<file path="config.mk">
export PLATFORM = sky130hd
export DESIGN_NAME = nocr_pack_gen_flat
export DESIGN_NICKNAME = d
export VERILOG_FILES = /design/src/rtl/nocr_pack_gen_if.sv /design/src/rtl/nocr_pack_gen.sv /design/src/flat_wrapper.sv
export SDC_FILE = /design/constraint.sdc
export NUM_CORES = 1
export LEC_CHECK = 0
export BUFFER_PORTS_ARGS = -buffer_cell sky130_fd_sc_hd__buf_2
export CAP_MARGIN = 25
export CORE_MARGIN = 5
export CORE_UTILIZATION = 61
export CTS_CLUSTER_DIAMETER = 50
export CTS_CLUSTER_SIZE = 30
export DETAILED_ROUTE_END_ITERATION = 10
export GPL_TIMING_DRIVEN = 0
export PLACE_DENSITY = 0.87
export SLEW_MARGIN = 30
export SYNTH_ARGS = -nofsm -noshare
export SYNTH_HDL_FRONTEND = slang
export SYNTH_SLANG_ARGS = --single-unit
</file>
<file path="constraint.sdc">
create_clock -name clk -period 10.6 [get_ports clk]
set_clock_uncertainty 0.1 [all_clocks]
set_input_delay 0 -clock clk [delete_from_list [all_inputs] [get_ports clk]]
set_output_delay 0 -clock clk [all_outputs]
set_load 0.02 [all_outputs]
</file>
<file path="src/rtl/nocr_pack_gen_if.sv">
// Signal bundle between the host, the packet generator and the NoC-router controller.
// The slave modport is the generator's view; the master modport drives it.
interface nocr_pack_gen_if #(
   parameter int DATA_W = 32
);
   logic              req_valid;
   logic              req_ready;
   logic [1:0]        req_dest;
   logic [1:0]        req_type;
   logic [DATA_W-1:0] req_data;
   logic              pack_valid;
   logic              nocr_ready;
   logic [DATA_W+3:0] packet;
   logic              nocr_valid;
   logic              pack_gen_ready;
   logic [DATA_W-1:0] nocr_data;
   logic              nocr_err;
   logic              rsp_valid;
   logic              rsp_ready;
   logic [DATA_W-1:0] rsp_data;
   logic              rsp_err;
   logic              rsp_timeout;
   logic [7:0]        drop_cnt;

   modport slave (
      input  req_valid, req_dest, req_type, req_data,
      input  nocr_ready, nocr_valid, nocr_data, nocr_err, rsp_ready,
      output req_ready, pack_valid, packet, pack_gen_ready,
      output rsp_valid, rsp_data, rsp_err, rsp_timeout, drop_cnt
   );

   modport master (
      output req_valid, req_dest, req_type, req_data,
      output nocr_ready, nocr_valid, nocr_data, nocr_err, rsp_ready,
      input  req_ready, pack_valid, packet, pack_gen_ready,
      input  rsp_valid, rsp_data, rsp_err, rsp_timeout, drop_cnt
   );
endinterface

</file>
<file path="src/rtl/nocr_pack_gen.sv">
// Packet generator: queues host requests, sends one packet at a time to the router,
// waits for its response or a timeout, and hands the result back to the host.
module nocr_pack_gen #(
   parameter int DATA_W  = 32,
   parameter int DEPTH   = 4,
   parameter int TIMEOUT = 255
) (
   input logic            clk,
   input logic            reset,
   nocr_pack_gen_if.slave bus
);
   localparam int PW = DATA_W + 4;
   localparam int AW = $clog2(DEPTH);
   localparam int CW = $clog2(DEPTH + 1);
   localparam int TW = $clog2(TIMEOUT + 1);
   localparam logic [TW-1:0] TIMER_LAST = TW'(TIMEOUT - 1);
   localparam logic [CW-1:0] FULL_CNT   = CW'(DEPTH);

   typedef enum logic [1:0] {
      IDLE,
      SEND,
      WAIT_RESP,
      DELIVER
   } state_e;

   state_e            state_q, state_d;
   logic [PW-1:0]     mem_q [DEPTH];
   logic [AW-1:0]     wrPtr_q, rdPtr_q;
   logic [CW-1:0]     count_q;
   logic [TW-1:0]     timer_q;
   logic [DATA_W-1:0] rspData_q;
   logic              rspErr_q;
   logic              rspTimeout_q;
   logic [7:0]        dropCnt_q;

   logic full, empty, push, pop, respHit, timeoutHit, drop;

   // A response arriving on the same cycle as the timeout takes priority.
   assign full       = (count_q == FULL_CNT);
   assign empty      = (count_q == '0);
   assign push       = bus.req_valid && !full;
   assign pop        = (state_q == SEND) && bus.nocr_ready;
   assign respHit    = (state_q == WAIT_RESP) && bus.nocr_valid;
   assign timeoutHit = (state_q == WAIT_RESP) && !bus.nocr_valid && (timer_q == TIMER_LAST);
   assign drop       = bus.nocr_valid && (state_q == IDLE || state_q == SEND);

   always_ff @(posedge clk or posedge reset) begin
      if (reset) begin
         state_q <= IDLE;
      end else begin
         state_q <= state_d;
      end
   end

   always_comb begin
      state_d = state_q;
      case (state_q)
         IDLE:      if (!empty) state_d = SEND;
         SEND:      if (bus.nocr_ready) state_d = WAIT_RESP;
         WAIT_RESP: if (respHit || timeoutHit) state_d = DELIVER;
         DELIVER:   if (bus.rsp_ready) state_d = IDLE;
         default:   state_d = IDLE;
      endcase
   end

   // Request FIFO; the head stays put while SEND waits for the router.
   always_ff @(posedge clk or posedge reset) begin
      if (reset) begin
         for (int i = 0; i < DEPTH; i++) begin
            mem_q[i] <= '0;
         end
         wrPtr_q <= '0;
         rdPtr_q <= '0;
         count_q <= '0;
      end else begin
         if (push) begin
            mem_q[wrPtr_q] <= {bus.req_type, bus.req_dest, bus.req_data};
            wrPtr_q        <= wrPtr_q + AW'(1);
         end
         if (pop) begin
            rdPtr_q <= rdPtr_q + AW'(1);
         end
         if (push && !pop) begin
            count_q <= count_q + CW'(1);
         end else if (pop && !push) begin
            count_q <= count_q - CW'(1);
         end
      end
   end

   always_ff @(posedge clk or posedge reset) begin
      if (reset) begin
         timer_q      <= '0;
         rspData_q    <= '0;
         rspErr_q     <= 1'b0;
         rspTimeout_q <= 1'b0;
         dropCnt_q    <= '0;
      end else begin
         if (pop) begin
            timer_q <= '0;
         end else if (state_q == WAIT_RESP) begin
            timer_q <= timer_q + TW'(1);
         end
         if (respHit) begin
            rspData_q    <= bus.nocr_data;
            rspErr_q     <= bus.nocr_err;
            rspTimeout_q <= 1'b0;
         end else if (timeoutHit) begin
            rspData_q    <= '0;
            rspErr_q     <= 1'b0;
            rspTimeout_q <= 1'b1;
         end
         // Late responses are swallowed here; the counter sticks at its maximum.
         if (drop && dropCnt_q != 8'hFF) begin
            dropCnt_q <= dropCnt_q + 8'd1;
         end
      end
   end

   assign bus.req_ready      = !full;
   assign bus.pack_valid     = (state_q == SEND);
   assign bus.packet         = (state_q == SEND) ? mem_q[rdPtr_q] : '0;
   assign bus.pack_gen_ready = (state_q != DELIVER);
   assign bus.rsp_valid      = (state_q == DELIVER);
   assign bus.rsp_data       = rspData_q;
   assign bus.rsp_err        = rspErr_q;
   assign bus.rsp_timeout    = rspTimeout_q;
   assign bus.drop_cnt       = dropCnt_q;
endmodule

</file>
<file path="src/flat_wrapper.sv">
// flat-port wrapper written by rule: the top's interface ports become plain ports
module nocr_pack_gen_flat 
#(
   parameter int DATA_W  = 32,
   parameter int DEPTH   = 4,
   parameter int TIMEOUT = 255
)
  (clk, reset, bus_req_valid, bus_req_dest, bus_req_type, bus_req_data, bus_nocr_ready, bus_nocr_valid, bus_nocr_data, bus_nocr_err, bus_rsp_ready, bus_req_ready, bus_pack_valid, bus_packet, bus_pack_gen_ready, bus_rsp_valid, bus_rsp_data, bus_rsp_err, bus_rsp_timeout, bus_drop_cnt);
  nocr_pack_gen_if #(.DATA_W(DATA_W)) bus_i ();
  input logic clk;
  input logic reset;
  input wire logic [$bits(bus_i.req_valid)-1:0] bus_req_valid;
  input wire logic [$bits(bus_i.req_dest)-1:0] bus_req_dest;
  input wire logic [$bits(bus_i.req_type)-1:0] bus_req_type;
  input wire logic [$bits(bus_i.req_data)-1:0] bus_req_data;
  input wire logic [$bits(bus_i.nocr_ready)-1:0] bus_nocr_ready;
  input wire logic [$bits(bus_i.nocr_valid)-1:0] bus_nocr_valid;
  input wire logic [$bits(bus_i.nocr_data)-1:0] bus_nocr_data;
  input wire logic [$bits(bus_i.nocr_err)-1:0] bus_nocr_err;
  input wire logic [$bits(bus_i.rsp_ready)-1:0] bus_rsp_ready;
  output wire logic [$bits(bus_i.req_ready)-1:0] bus_req_ready;
  output wire logic [$bits(bus_i.pack_valid)-1:0] bus_pack_valid;
  output wire logic [$bits(bus_i.packet)-1:0] bus_packet;
  output wire logic [$bits(bus_i.pack_gen_ready)-1:0] bus_pack_gen_ready;
  output wire logic [$bits(bus_i.rsp_valid)-1:0] bus_rsp_valid;
  output wire logic [$bits(bus_i.rsp_data)-1:0] bus_rsp_data;
  output wire logic [$bits(bus_i.rsp_err)-1:0] bus_rsp_err;
  output wire logic [$bits(bus_i.rsp_timeout)-1:0] bus_rsp_timeout;
  output wire logic [$bits(bus_i.drop_cnt)-1:0] bus_drop_cnt;
  assign bus_i.req_valid = bus_req_valid;
  assign bus_i.req_dest = bus_req_dest;
  assign bus_i.req_type = bus_req_type;
  assign bus_i.req_data = bus_req_data;
  assign bus_i.nocr_ready = bus_nocr_ready;
  assign bus_i.nocr_valid = bus_nocr_valid;
  assign bus_i.nocr_data = bus_nocr_data;
  assign bus_i.nocr_err = bus_nocr_err;
  assign bus_i.rsp_ready = bus_rsp_ready;
  assign bus_req_ready = bus_i.req_ready;
  assign bus_pack_valid = bus_i.pack_valid;
  assign bus_packet = bus_i.packet;
  assign bus_pack_gen_ready = bus_i.pack_gen_ready;
  assign bus_rsp_valid = bus_i.rsp_valid;
  assign bus_rsp_data = bus_i.rsp_data;
  assign bus_rsp_err = bus_i.rsp_err;
  assign bus_rsp_timeout = bus_i.rsp_timeout;
  assign bus_drop_cnt = bus_i.drop_cnt;
  nocr_pack_gen #(.DATA_W(DATA_W), .DEPTH(DEPTH), .TIMEOUT(TIMEOUT)) u_core (.clk(clk), .reset(reset), .bus(bus_i));
endmodule
</file>
==> results.cfg <==
[cells_and_area]
num_antenna_cells = 0
nets = 943
fillers = 878
syn_to_final_growth_pct = 27.1
regArea_sq_um = 5080
layout-drive-gt1-share_pct = 47.3
multi_input_area_sq_um = 4150

[global_route]
gr-total-overflow = 0
antenna_found_initial = 0
grt_first_pass_wirelength_um = 37300
first_global_vias = 6942
grt_usage_pct = 25.7
grt_max_degree = 84

[floorplanning]
row_count = 46
initial_core_util_pct = 61.4
die_w_um = 136
coreArea_sq_um = 15700
die-area_sq_um = 18400
fp.dieH_um = 136
pin_count = 157

[logic_synthesis]
netlist_instances = 595
ys_top_cells_by_area = dfrtp_1, mux2_4, mux4_2
synth_top_area_share_pct = 52.6
synth_area_per_cell_sq_um = 16.2
synth_seq_cells = 203
synth_top_area_cell = dfrtp_1
synthArstFlopShare_pct = 100
netlist_area_sq_um = 9650
ys_types = 40
synthesis.nets = 683
synth-main-ff-cell = dfrtp_1
yosysSeqAreaShare_pct = 52.6
synth_edf_count = 0
yosysWarnings = 0

[setup_path]
cp_max_fo = 4
end_kind = flop
cp-start-kind = flop
required_ps = 10930
arrival_ps = 3250
crit_type = reg2reg

[routing]
via_count = 6163
drt_iter0_markers = 376
firstDrtPassIters = 4
antenna_left = 0
wl_um = 23300
drc = 0
wire_per_inst_um = 21.5
viasPerCell = 5.68

[clock_network]
post_cts_buffers = 0
clk_latency_ps = 500
cts_tree = yes
cts_root_buf = clkbuf_16
ctsResizeCount = 0
cts-hold-fix-buffers = 79
clock-sinks = 203
numCtsBuffers = 21
clk_pin_slew_ps = 80
cts_max_path_buffers = 3
cts_max_level = 1

[placed_design]
finalWeightedCongestion = 0.811
dp_hpwl_um = 14300
portBuffers = 156

[pwr]
ir_drop_uv = 223
power_leakage_nw = 6.09
totalPowerFinal_mw = 3.96
powerDensity_nw_per_um2 = 323

[timing]
rsz0062_at_grt = false
final_hold_viol_count = 0
setup_viol = 0
tns_ps = 0
fin_crit_sh_pct = 27.6
maxSlewViolCount = 0
period_needed_ps = 2930
slew_headroom_pct = 66.0
fmax_ghz = 0.342
tightest_slew_ps = 510

[hold_path]
hp-class = in2reg

[run_status]
status = finished, final reports clean

[flow_run]
maxCapViolCount = 0
[synthesized netlist by cell type (7+ instances only)]
cell type    n
mux2_2      27
mux2_4     120
xnor2_1     11
nor2_1      15
xor2_1       8
ha_1        12
buf_2       10
clkbuf_1     7
inv_1       13
mux4_2      36
buf_12      13
nand2_1     12
dfrtp_1    203
and2_1      38
a22o_1      33
[state kept, by name (all words and copies together), names as in the netlist]
| name | cells |
|---|---|
| u_core.mem_q | 144 |
| u_core.bus.rsp_data | 32 |
| u_core.bus.drop_cnt | 8 |
| u_core.timer_q | 8 |
| u_core.count_q | 3 |
| u_core.rdPtr_q | 2 |
| u_core.state_q | 2 |
| u_core.wrPtr_q | 2 |
| u_core.bus.rsp_err | 1 |
| u_core.bus.rsp_timeout | 1 |
[power breakdown]
group	switching [mW]	internal (mW)
Clock	0.353	0.391
Sequential	0.252	1.16
Combinational	0.790	1.02
Total	1.39	2.56
[cell type report]
| cell class | instances | area share (%) |
|---|---|---|
| Inverter | 13 | 0.459 |
| Multi-Input combinational cell | 345 | 33.9 |
| Sequential cell | 203 | 41.4 |
| Clock inverter | 15 | 1.45 |
| Tap cell | 216 | 2.20 |
| Clock buffer | 22 | 4.32 |
| Timing Repair Buffer | 237 | 13.3 |
| Buffer | 34 | 3.03 |
[layout by cell type, fill, tap and decap left out, drive strengths merged, types with 2 or more instances in the layout]
cell         synthesis  final
a21oi                2      2
a22o                33     33
and2                38     38
buf                 26    184
clkbuf               8     30
clkinv               0      7
dfrtp              203    203
dlygate4sd3          0     79
ha                  12     12
inv                 13     21
mux2               147    147
mux4                36     36
nand2               16     16
nand3                3      3
nor2                15     15
nor3                 4      4
nor4                 2      2
o21ai                4      4
xnor2               11     11
xor2                 8      8
[layer usage]
metal,vias up,part of all wire (%),GRT usage [%]
li1,2685,-,-
met1,3224,39,32.0
met2,215,54,47.8
met3,39,5.3,4.61
met4,0,1.7,4.48
met5,-,0,0
[critical path: stages (launching register included)]
cell           delay [ps]
dfrtp_1               450
inv_1                 100
ha_1                  240
nor2b_1               150
a222oi_1              290
dlygate4sd3_1         620
o21ai_1               100
a22oi_1               220
dlygate4sd3_1         590
[final timing paths]
| check | startpoint | endpoint | slack (ps) | cells past startpoint |
|---|---|---|---|---|
| worst max-delay path | u_core.state_q[1] | u_core.state_q[0] | 7670 | 8 |
| worst min-delay path | bus_nocr_ready | u_core.timer_q[4] | 20 | 5 |
| worst max register to register | u_core.state_q[1] | u_core.state_q[0] | 7670 | 8 |
| worst min register to register | u_core.bus.rsp_data[14] | u_core.bus.rsp_data[14] | 400 | 1 |
| max in group asynchronous | reset | u_core.mem_q[123] | 8720 | 6 |
| min in group asynchronous | reset | u_core.bus.rsp_data[0] | 590 | 4 |
[cells by family (layout without fill, tap and decap cells)]
| family | after synthesis | after routing | synth area share [%] |
|---|---|---|---|
| buffers and inverters | 47 | 321 | 4.36 |
| XOR/XNOR | 19 | 19 | 1.72 |
| adder cells (fa/ha/maj) | 13 | 13 | 1.76 |
| multiplexers | 184 | 184 | 30.3 |
| AO/OA/AOI/OAI | 46 | 46 | 3.94 |
| AND/OR/NAND/NOR | 83 | 83 | 5.26 |
| flip-flops | 203 | 203 | 52.6 |
[per-stage QoR]
step	worst slack (ps)	hold slack [ps]	cells	utilization [%]	instance area (sq um)
after floorplan	4960	39.7	595	-	9650
after global placement	3490	123	967	68.1	10700
after detailed placement	8000	-102	969	68.5	10800
after CTS	7830	2.73	1085	78.0	12300
after global routing	7490	84.3	1085	78.0	12300
final	7670	23.9	1085	78.0	12300
Power figures use the tool's default switching activity.
